File: src/rtl/lsu_pkg.sv
// Shared definitions for the load/store unit: funct3 access encodings,
// the FSM state type and the memory word width in bytes.
package lsu_pkg;

    localparam int unsigned WORD_BYTES = 4;

    // Access-size encodings carried on req_funct3
    localparam logic [2:0] F3_B  = 3'b000;
    localparam logic [2:0] F3_H  = 3'b001;
    localparam logic [2:0] F3_W  = 3'b010;
    localparam logic [2:0] F3_BU = 3'b100;
    localparam logic [2:0] F3_HU = 3'b101;

    typedef enum logic [2:0] {
        IDLE   = 3'd0,
        LOAD   = 3'd1,
        RMW_RD = 3'd2,
        WRITE  = 3'd3,
        RESP   = 3'd4
    } state_t;

    // True when funct3 names a supported access for the given direction
    function automatic logic funct3_legal(input logic we, input logic [2:0] funct3);
        if (we)
            return (funct3 == F3_B) || (funct3 == F3_H) || (funct3 == F3_W);
        else
            return (funct3 == F3_B) || (funct3 == F3_H) || (funct3 == F3_W) ||
                   (funct3 == F3_BU) || (funct3 == F3_HU);
    endfunction

endpackage

File: src/rtl/lsu_align.sv
// Combinational byte/halfword extraction with sign/zero extension for
// loads, and low-byte merge for sub-word stores (read-modify-write).
module lsu_align
    import lsu_pkg::*;
(
    input  logic [2:0]  funct3,
    input  logic [31:0] rd,
    input  logic [31:0] wdata,
    output logic [31:0] load_data,
    output logic [31:0] merge_data
);

    // Select the load result and build the store merge word
    always_comb begin
        // NOTE: every output gets a default first, so no path can infer a latch.
        load_data  = rd;
        merge_data = wdata;
        case (funct3)
            F3_B:    load_data = {{24{rd[7]}}, rd[7:0]};
            F3_H:    load_data = {{16{rd[15]}}, rd[15:0]};
            F3_BU:   load_data = {24'b0, rd[7:0]};
            F3_HU:   load_data = {16'b0, rd[15:0]};
            default: load_data = rd;
        endcase
        case (funct3)
            F3_B:    merge_data = {rd[31:8], wdata[7:0]};
            F3_H:    merge_data = {rd[31:16], wdata[15:0]};
            default: merge_data = wdata;
        endcase
    end

endmodule

File: src/rtl/lsu.sv
// Load/store unit: accepts one access at a time, runs it through a small
// FSM against a byte-addressed, word-wide memory and returns a one-cycle
// response. Sub-word stores use a read-modify-write of the full word.
// Optional build macro LSU_MISALIGN_TRAP_EN: misaligned halfword/word
// accesses are rejected instead of being performed natively.
module lsu
    import lsu_pkg::*;
#(
    parameter int unsigned DEPTH_BYTES = 256
) (
    input  logic        clk,
    input  logic        reset,
    input  logic        req_valid,
    output logic        req_ready,
    input  logic        req_we,
    input  logic [2:0]  req_funct3,
    input  logic [31:0] req_addr,
    input  logic [31:0] req_wdata,
    output logic        resp_valid,
    output logic [31:0] resp_rdata,
    output logic        resp_err,
    output logic        memwrite,
    output logic [31:0] addr,
    output logic [31:0] wd,
    input  logic [31:0] rd
);

    localparam logic [31:0] LAST_ADDR = 32'(DEPTH_BYTES - WORD_BYTES);

    state_t      state, next_state;
    logic        we_q;
    logic [2:0]  funct3_q;
    logic [31:0] wdata_q;
    logic        accept;
    logic        req_err;
    logic        misalign;
    logic [31:0] load_data;
    logic [31:0] merge_data;

    assign req_ready = (state == IDLE) && !reset;
    assign accept    = req_valid && req_ready;
    assign memwrite  = (state == WRITE) && !reset;

`ifdef LSU_MISALIGN_TRAP_EN
    assign misalign = ((req_funct3[1:0] == 2'b01) && req_addr[0]) ||
                      ((req_funct3[1:0] == 2'b10) && (req_addr[1:0] != 2'b00));
`else
    assign misalign = 1'b0;
`endif

    // Every access must fit a whole word inside the memory, even byte ones,
    // because the memory port always reads and writes four bytes.
    assign req_err = !funct3_legal(req_we, req_funct3) || (req_addr > LAST_ADDR) || misalign;

    lsu_align u_align (
        .funct3     (funct3_q),
        .rd         (rd),
        .wdata      (wdata_q),
        .load_data  (load_data),
        .merge_data (merge_data)
    );

    // Next-state decode; rejected accesses skip straight to RESP
    always_comb begin
        next_state = state;
        case (state)
            IDLE: begin
                if (accept) begin
                    if (req_err)                  next_state = RESP;
                    else if (!req_we)             next_state = LOAD;
                    else if (req_funct3 == F3_W)  next_state = WRITE;
                    else                          next_state = RMW_RD;
                end
            end
            LOAD:    next_state = RESP;
            RMW_RD:  next_state = WRITE;
            WRITE:   next_state = RESP;
            RESP:    next_state = IDLE;
            default: next_state = IDLE;
        endcase
    end

    // State, request capture and output registers
    always_ff @(posedge clk) begin
        if (reset) begin
            state      <= IDLE;
            resp_valid <= 1'b0;
            resp_rdata <= '0;
            resp_err   <= 1'b0;
            addr       <= '0;
            wd         <= '0;
            we_q       <= 1'b0;
            funct3_q   <= '0;
            wdata_q    <= '0;
        end else begin
            // NOTE: non-blocking assignments so every register sees pre-edge values.
            state      <= next_state;
            resp_valid <= (next_state == RESP);
            case (state)
                IDLE: begin
                    if (accept) begin
                        we_q       <= req_we;
                        funct3_q   <= req_funct3;
                        wdata_q    <= req_wdata;
                        addr       <= req_addr;
                        resp_err   <= req_err;
                        resp_rdata <= '0;
                        if (req_we && (req_funct3 == F3_W))
                            wd <= req_wdata;
                    end
                end
                LOAD:    resp_rdata <= load_data;
                RMW_RD:  wd <= merge_data;
                RESP:    addr <= '0;
                default: ;
            endcase
        end
    end

endmodule

File: config.mk
export PLATFORM = sky130hd
export DESIGN_NAME = lsu
export DESIGN_NICKNAME = d
export VERILOG_FILES = /design/src/rtl/lsu_pkg.sv /design/src/rtl/lsu_align.sv /design/src/rtl/lsu.sv
export SDC_FILE = /design/constraint.sdc
export NUM_CORES = 1
export LEC_CHECK = 0
export ABC_AREA = 1
export CAP_MARGIN = 20
export CORE_MARGIN = 8
export CORE_UTILIZATION = 59
export CTS_CLUSTER_DIAMETER = 40
export DETAILED_ROUTE_END_ITERATION = 8
export DONT_BUFFER_PORTS = 1
export GPL_ROUTABILITY_DRIVEN = 1
export MAX_ROUTING_LAYER = met4
export PLACE_DENSITY = 0.75
export SETUP_SLACK_MARGIN = 0.3
export SLEW_MARGIN = 10
export SYNTH_ARGS = -nofsm -noshare
export SYNTH_HDL_FRONTEND = slang
export SYNTH_SLANG_ARGS = --single-unit
File: constraint.sdc
create_clock -name clk -period 3.8 [get_ports clk]
set_input_delay 0.76 -clock clk [delete_from_list [all_inputs] [get_ports clk]]
set_output_delay 0.76 -clock clk [all_outputs]
set_load 0.01 [all_outputs]
; ---- Word-level counts from Yosys, hierarchy flattened
; Cells that the tools add are included.
; Widths: inputs -> output; s select.
[word_totals]
ff_bits = 136
out_inout_bits = 100
elab_cells = 60
[op_classes]
n_lt_le_gt_ge = 1
eq_ne = 14
muxes = 15
n_reduce_logical = 22
[ops]
columns = op, count
row1 = $pmux 32 s2, 4
row2 = $mux 32, 4
row3 = $pmux 32 s4, 1
row4 = $gt 32x8->1 const B, 1
row5 = $eq 3x3->1 const B, 6
row6 = $eq 3x1->1 const B, 3
row7 = $eq 3x2->1 const B, 3
row8 = $logic_not 3->1, 3
row9 = $pmux 3 s3, 1
row10 = $mux 3, 2
row11 = $reduce_and 2->1, 3
row12 = $reduce_bool 2->1, 3
row13 = $logic_or 1x1->1, 5
row14 = $logic_and 1x1->1, 4
row15 = $reduce_and 3->1, 1
row16 = $logic_not 1->1, 2
row17 = $mux 1, 2
row18 = $mux 2, 1
row19 = $ne 2x1->1 const B, 1
row20 = $ne 2x2->1 const B, 1
row21 = $reduce_or 2->1, 1

; ---- Logic depth before layout (Yosys ltp)
; Gate-level depths: netlist of run 1.
[depth]
depth_word = 12
mapped_depth = 9
ltp_nobuf = 7

; ---- Cells and area by module
; From an unflattened synthesis of run 1, not the netlist that was laid out.
[hier_totals]
hier_cells = 976
area_unflattened_um2 = 6538.8
[modules_own_cells]
columns = mod, n_inst, cells_each, area_per_inst_um2, seq_area_each_um2
row1 = lsu, 1, 822, 5776.8, 2722.6
row2 = lsu_align, 1, 154, 762.0, 0.0

; ---- Least setup slack after synthesis of run 1
; Ideal clock, no wire load.
[synth_timing]
path_type = input to output
start = input reset
end = output memwrite
arrival_time_ns = 1.409
slack_ns = 1.631
cell_stages = 3
path_buffers = 2
path_cell_list = buf_2 buf_1 nor3_1
[synth_between]
elab_chain_cells = 2
[synth_lines]
columns = item, line
row1 = from (decl), lsu.sv:12  ; input logic reset,
row2 = $logic_not 1->1, lsu.sv:42  ; assign memwrite = (state == WRITE) && !reset;
row3 = $logic_and 1x1->1, lsu.sv:42
row4 = to (decl), lsu.sv:22  ; output logic memwrite,
; Every way passes these cells.

; ---- Worst setup path in the final report of run 1
[layout_timing]
start = register funct3_q[1]
end = register resp_rdata[28]
[layout_between]
elab_chain_cells = 3
elab_cells_between_ends = 6
cone_classes = eq/ne (3) / mux (2) / reduce/logical (1)
[layout_lines]
columns = item, line
row1 = from (decl), lsu.sv:32  ; logic [2:0] funct3_q;
row2 = from (signal assigned), lsu.sv:103  ; funct3_q <= req_funct3;
row3 = "$eq 3x3->1, or another cell as far along", lsu_align.sv:18  ; case (funct3)
row4 = $pmux 32 s4 *, lsu_align.sv:18
row5 = $pmux 32 s2 *, lsu.sv:99  ; case (state)
row6 = to (signal assigned), lsu.sv:112  ; LOAD: resp_rdata <= load_data;
row7 = to (decl), lsu.sv:20  ; output logic [31:0] resp_rdata,
; Mark *: on every way between the ends. The rest lies on a longest branch, timed or not.
; A chain may end at the register's enable or synchronous reset.

==> impl_results.md, run 1 <==
- Drt via density: 5.47
- Synth Warn #: 0
- Clock Tree Buf Depth: 2
- Layout cells sized above 1: 0.0548
- Finished Layout Cells: 994
- Placed Cells: 960
- Via Count: approximately 5400
- WL per Instance: 16.8 um
- Synth Register Bits: 136
- Slew margin rel.: 0.283
- TritonCTS Buffers: 17
- Crit path max-delay family: simple AND/OR/NAND/NOR gates
- Synth Instances: 876
- Core area: about 0.010 sq mm
- Max_cap viols: 0
- PwrDens: 536 mW/mm^2
- Status: complete, no violations
- Tot Pwr: 3540 uW
- Number of placement rows: 37
- Critical path launch point type: flop
- Most common cell after layout, fill and taps aside: nand2_1
- Root buffer cell: clkbuf_8
- Tmin final: 2.30 ns
- Fmax: about 440 MHz
- Postcts setup bufs: 0
- RSZ-0062 raised after global routing: no
- Vias in the first global route: 5148
- Mean Syn Cell Area: slightly below 7 sq um
- Fin nets: roughly 950
- I/O Buffers: 0
- Drt total wl: approximately 17000 um
- Clock Sinks: approximately 140
- Final hold slack: between 0.3 and 0.4 ns
- Worst Path Arrival: 2.75 ns
- Critical path buffers and inverters: 0
- Setup TNS: 0 ns
- M1 WL: 6910 um
- Chip Height: approximately 120 um
- Uppermost routed layer: met4
- Met3 WL: 2100 um
- Fillcell total: 928
- CTS tree: done
- CP peak stage delay: 0.91 ns
- Mapped Nets: 979
- Final Hold Vio Count: 0
- Worst Path Required: 4.25 ns
- Worst vdd ir: 0.289 mV
- GPL Wtd Cong: between 0.8 and 0.9
- Crit-path slowest cell: nor2_2
- Residual DRC count: 0
- Drt first-iter violations: 528
- Seq/Total Area, Yosys: 0.454
- Min-delay worst type: primary input to flop
- Die width: 117 um
- WS Path Type: flop to flop
- Most frequent cells in the layout: nand2_1, dfxtp_1, nor2_1
- Lkg Pwr: 0.00286 uW
- Cts repair resizes: 0
- Final ANT Viol Nets: 0
- CP Capture Type: flop
- H-tree levels: 4
- First-pass GRT wire length: 26100 um
- Die area: ~0.014 sq mm
- # IOs: 203
- Grt ovf: 0
- Total GRT Usage: 0.252
- Slew @ Worst Pin: 1.07 ns
- Area growth, synth to finish: 10.1%
- Cts-stage hold buffer count: 0
- Worst path cell trace: nor2_2, a31oi_1, nand2_2, nand2_1, a21oi_1
- Final Slew Violations: 0
- Synth unique cells: 26
- Initial antenna violation count: 0
- Clock-pin slew on the worst setup and hold paths: 0.06 ns
- Final setup fails: 0
- Final Cycle Share: 0.604
- Cell area after synthesis: 0.00600 sq mm
- Placed wire-length estimate: 11800 um
- Ant diodes: 0
- CP max FO: 28
- Metal2 WL: 7420 um
- Skew-Pair Late Insertion Delay: about 0.52 ns
- First-pass iteration count of the detailed router: 5
- Fin Clk Skew: 0.00709 ns
- Initial core utilization: 0.595
- Largest net degree at the start of global routing: 74
cell usage after synthesis:
master      n  area, sq um
a21oi_1    93          465
a21oi_4     1         16.3
a31oi_1     1         6.26
buf_1      11         41.3
buf_2      20          100
buf_4       1         7.51
buf_6       8         90.1
clkbuf_1   16         60.1
clkinv_1    1         3.75
dfxtp_1   136         2720
inv_1      87          327
inv_2       1         3.75
nand2_1   251          942
nand2_2     1         6.26
nand3_1    60          300
nand3_2     1         10.0
nand3_4     1         17.5
nor2_1     99          372
nor2_2      1         6.26
nor2_4      1         11.3
nor3_1      2         10.0
nor3_4      2         32.5
nor4_1      1         6.26
o211ai_1   16          120
o21ai_0    63          315
o21bai_1    1         7.51
per-stage QoR:
stage,utilization,cell area (sq um),setup WS (ns)
2_1_floorplan,-,6000,1.63
3_3_place_gp,0.585,5900,1.07
3_5_place_dp,0.585,5900,0.962
4_1_cts,0.650,6560,1.22
5_1_grt,0.654,6610,1.28
6_report,0.654,6610,1.50
logic make-up after synthesis:
family | after synthesis | synth area share
simple gates | 420 | 0.286
flops | 136 | 0.454
compound gates | 175 | 0.155
buf+inv | 145 | 0.106
sequential cells by signal, indices dropped and copies added (netlist names):
signal and cells:
resp_rdata 32, resp_valid 1, addr 32, wdata_q 32
funct3_q 3, wd 32, resp_err 1, state 3
power by group:
part           internal, uW  switching (uW)  total, uW
Clock                  1190             611       1800
Combinational          67.2             154        221
Sequential             1480            46.2       1520
layout make-up:
cell class | count | area [sq um] | share of cell area
Clock buffer | 22 | 463 | 0.0701
Multi-Input combinational cell | 595 | 2650 | 0.401
Timing Repair Buffer | 6 | 77.6 | 0.0117
Inverter | 89 | 334 | 0.0506
Tap cell | 136 | 170 | 0.0258
Sequential cell | 136 | 2720 | 0.412
Clock inverter | 10 | 190 | 0.0288
path summary, 6_finish.rpt:
| path | start | end | slack (ns) | depth (start not counted) |
|---|---|---|---|---|
| setup / recovery | funct3_q[1]$_SDFFE_PP0P_ | resp_rdata[28]$_SDFFE_PP0P_ | 1.50 | 5 |
| hold / removal | reset | addr[15]$_SDFFE_PP0P_ | 0.30 | 1 |
| hold reg to reg | wdata_q[6]$_SDFFE_PP0P_ | wdata_q[6]$_SDFFE_PP0P_ | 0.46 | 2 |
| setup reg to reg | funct3_q[1]$_SDFFE_PP0P_ | resp_rdata[28]$_SDFFE_PP0P_ | 1.50 | 5 |
metal layers:
layer / up-vias / global-route usage
met4: 0 / 0.0802
met3: 24 / 0.0980
met2: 252 / 0.362
li1: 2711 / -
met5: - / -
met1: 2455 / 0.320
(Power assumes the default switching activity.)
==> inputs of run 2 (changes only) <==
==> constraint.sdc (replaced) <==
create_clock -name clk -period 2.3 [get_ports clk]
set_input_delay 0.46 -clock clk [delete_from_list [all_inputs] [get_ports clk]]
set_output_delay 0.46 -clock clk [all_outputs]
set_load 0.01 [all_outputs]
==> impl_results.md, run 2 (same netlist as run 1, synthesis figures left out) <==
- Finished Layout Cells: 1004
- Clock-pin slew on the worst setup and hold paths: about 0.060 ns
- CP peak stage delay: around 0.55 ns
- RR Endpoint: wd[15]$_SDFFE_PP0P_
- Comb power frac: 0.071
- Ant diodes: 0
- Share of power burned in registers: 0.439
- Final ANT Viol Nets: 0
- Final setup fails: 0
- M1 GR Usage: 0.312
- Fin nets: 958
- Fin Clk Skew: 0.0174 ns
- CTS tree: done
- Slew @ Worst Pin: about 0.83 ns
- Reg2reg start: state[1]$_SDFF_PP0_
- Hold path start: reset
- Most frequent cells in the layout: nand2_1, dfxtp_1, nor2_1
- Via Count: 5547
- Core area: ~0.010 sq mm
- Worst Reg-to-Reg Cells: 8
- Hold path cells: 1
- WL per Instance: 17.3 um
- Largest net degree at the start of global routing: 49
- Placed wire-length estimate: 12100 um
- Critical path buffers and inverters: 0
- Tot Pwr: 5720 uW
- Slew margin rel.: 0.441
- R2r setup slk: 0.42 ns
- Fmax: 522 MHz
- GPL Wtd Cong: between 0.8 and 0.9
- Layout cells sized above 1: 0.0680
- Worst vdd ir: a little under 0.5 mV
- WS Path Type: flop to output pin
- Lkg Pwr: 0.00288 uW
- Number of placement rows: 37
- CP max FO: 5
- GR peak layer: met2
- Chip Height: approximately 120 um
- Met2 Usage GRT: 0.393
- Min-delay worst type: primary input to flop
- Residual DRC count: 0
- Die area: roughly 0.014 sq mm
- Skew-Pair Late Insertion Delay: 0.52 ns
- Die width: between 100 and 150 um
- Final Cycle Share: 0.833
- Final Hold Vio Count: 0
- First-pass GRT wire length: 26800 um
- Critical path launch point type: flop
- Setup TNS: 0 ns
- Worst Path Required: 1.84 ns
- Internal power: 4330 uW
- # IOs: 203
- H-tree levels: 4
- Sw Ratio: 0.243
- Clock share of power: 0.491
- First-pass iteration count of the detailed router: 5
- Initial antenna violation count: 0
- Clock Tree Buf Depth: 2
- Drt via density: ~5.5
- Worst Path Arrival: 1.46 ns
- CP Capture Type: output pin
- RSZ-0062 raised after global routing: yes
- Worst path cell trace: nor4_2
- I/O Buffers: 0
- Status: complete, no violations
- Most common cell after layout, fill and taps aside: nand2_1
- Placed Cells: slightly below 1000
- Tmin final: roughly 1.9 ns
- WHS Endpoint: resp_rdata[5]$_SDFFE_PP0P_
- Sw Pwr: 1390 uW
- TritonCTS Buffers: 17
- Root buffer cell: clkbuf_8
- Clock Sinks: 136
- Drt first-iter violations: 509
- Met3 Usage GRT: 0.0990
- Total GRT Usage: 0.261
- Vias in the first global route: 5182
- PwrDens: ~860 mW/mm^2
- Initial core utilization: 0.595
- Drt total wl: between 15000 and 20000 um
- Crit-path slowest cell: nor4_2
- Crit path max-delay family: simple AND/OR/NAND/NOR gates
- Max_cap viols: 0
- Final Slew Violations: 0
- Grt ovf: 0
- Area growth, synth to finish: 11.1%
[run 2: cell count changes in the layout (fill, tap and decap cells not counted), moves of 2 or more]
cell	delta
clkinvlp_4	+3
clkbuf_8	-3
clkinv_4	+2
dlygate4sd3_1	+2
buf_4	+5
[run 2: per-layer routing]
| layer | share of wire | wire length, um |
|---|---|---|
| met1 | 0.40 | 7010 |
| met2 | 0.45 | 7890 |
| met3 | 0.12 | 2130 |
| met4 | 0.021 | 357 |
| met5 | 0 | 0 |
[run 2: stage by stage]
stage / hold slack, ns / util / setup WS, ns / cell area [sq um]
floorplan: 0.425 / - / 0.731 / 6000
global placement: 0.432 / 0.591 / 0.273 / 5970
CTS: 0.00121 / 0.658 / 0.302 / 6640
finish: 0.0152 / 0.661 / 0.385 / 6670
detailed placement: 0.439 / 0.591 / 0.181 / 5970
global route: 0.000915 / 0.661 / 0.268 / 6670
[run 2: worst register-to-register path: cells and delay by family, from the launching register on]
| kind | cells | cell delay (ns) |
|---|---|---|
| buffers and inverters | 3 | 0.65 |
| DFF | 1 | 0.39 |
| AOI/OAI and AO/OA | 1 | 0.11 |
| and+or+nand+nor | 4 | 0.62 |
[run 2: how the worst max path moves through the flow]
stage | from | end | slack [ns] | cells after the start
3_5_place_dp | state[0]$_SDFF_PP0_ | wd[2]$_SDFFE_PP0P_ | 0.18 | 8
3_3_place_gp | state[0]$_SDFF_PP0_ | wd[17]$_SDFFE_PP0P_ | 0.27 | 8
5_1_grt | state[1]$_SDFF_PP0_ | wd[3]$_SDFFE_PP0P_ | 0.27 | 8
4_1_cts | state[0]$_SDFF_PP0_ | memwrite | 0.30 | 2
2_1_floorplan | reset | memwrite | 0.73 | 3
6_report | state[0]$_SDFF_PP0_ | req_ready | 0.38 | 1
[run 2: layout make-up]
| type | instances | area [sq um] |
|---|---|---|
| clock inverter | 14 | 200 |
| inverter | 89 | 335 |
| clock buffer | 18 | 418 |
| tap | 136 | 170 |
| fill | 917 | 3420 |
| timing repair buffer | 15 | 154 |
| sequential | 136 | 2720 |
| multi-input combinational | 596 | 2670 |
[run 2: power by group through the flow]
stage | Clock, uW | Combinational, uW | Sequential [uW]
2_1_floorplan | 0 | 311 | 2540
3_3_place_gp | 0 | 358 | 2550
3_5_place_dp | 0 | 370 | 2560
4_1_cts | 2840 | 399 | 2510
5_1_grt | 2950 | 456 | 2520
6_report | 2810 | 405 | 2510
[run 2: repair_timing]
action,4_1_cts,5_1_grt
setup endpoints to repair,36,45
pin swaps,1,1
resized for setup,2,4
gates cloned,1,0
hold buffers,3,0
setup buffers,0,1
endpoints found under the hold margin,48,0
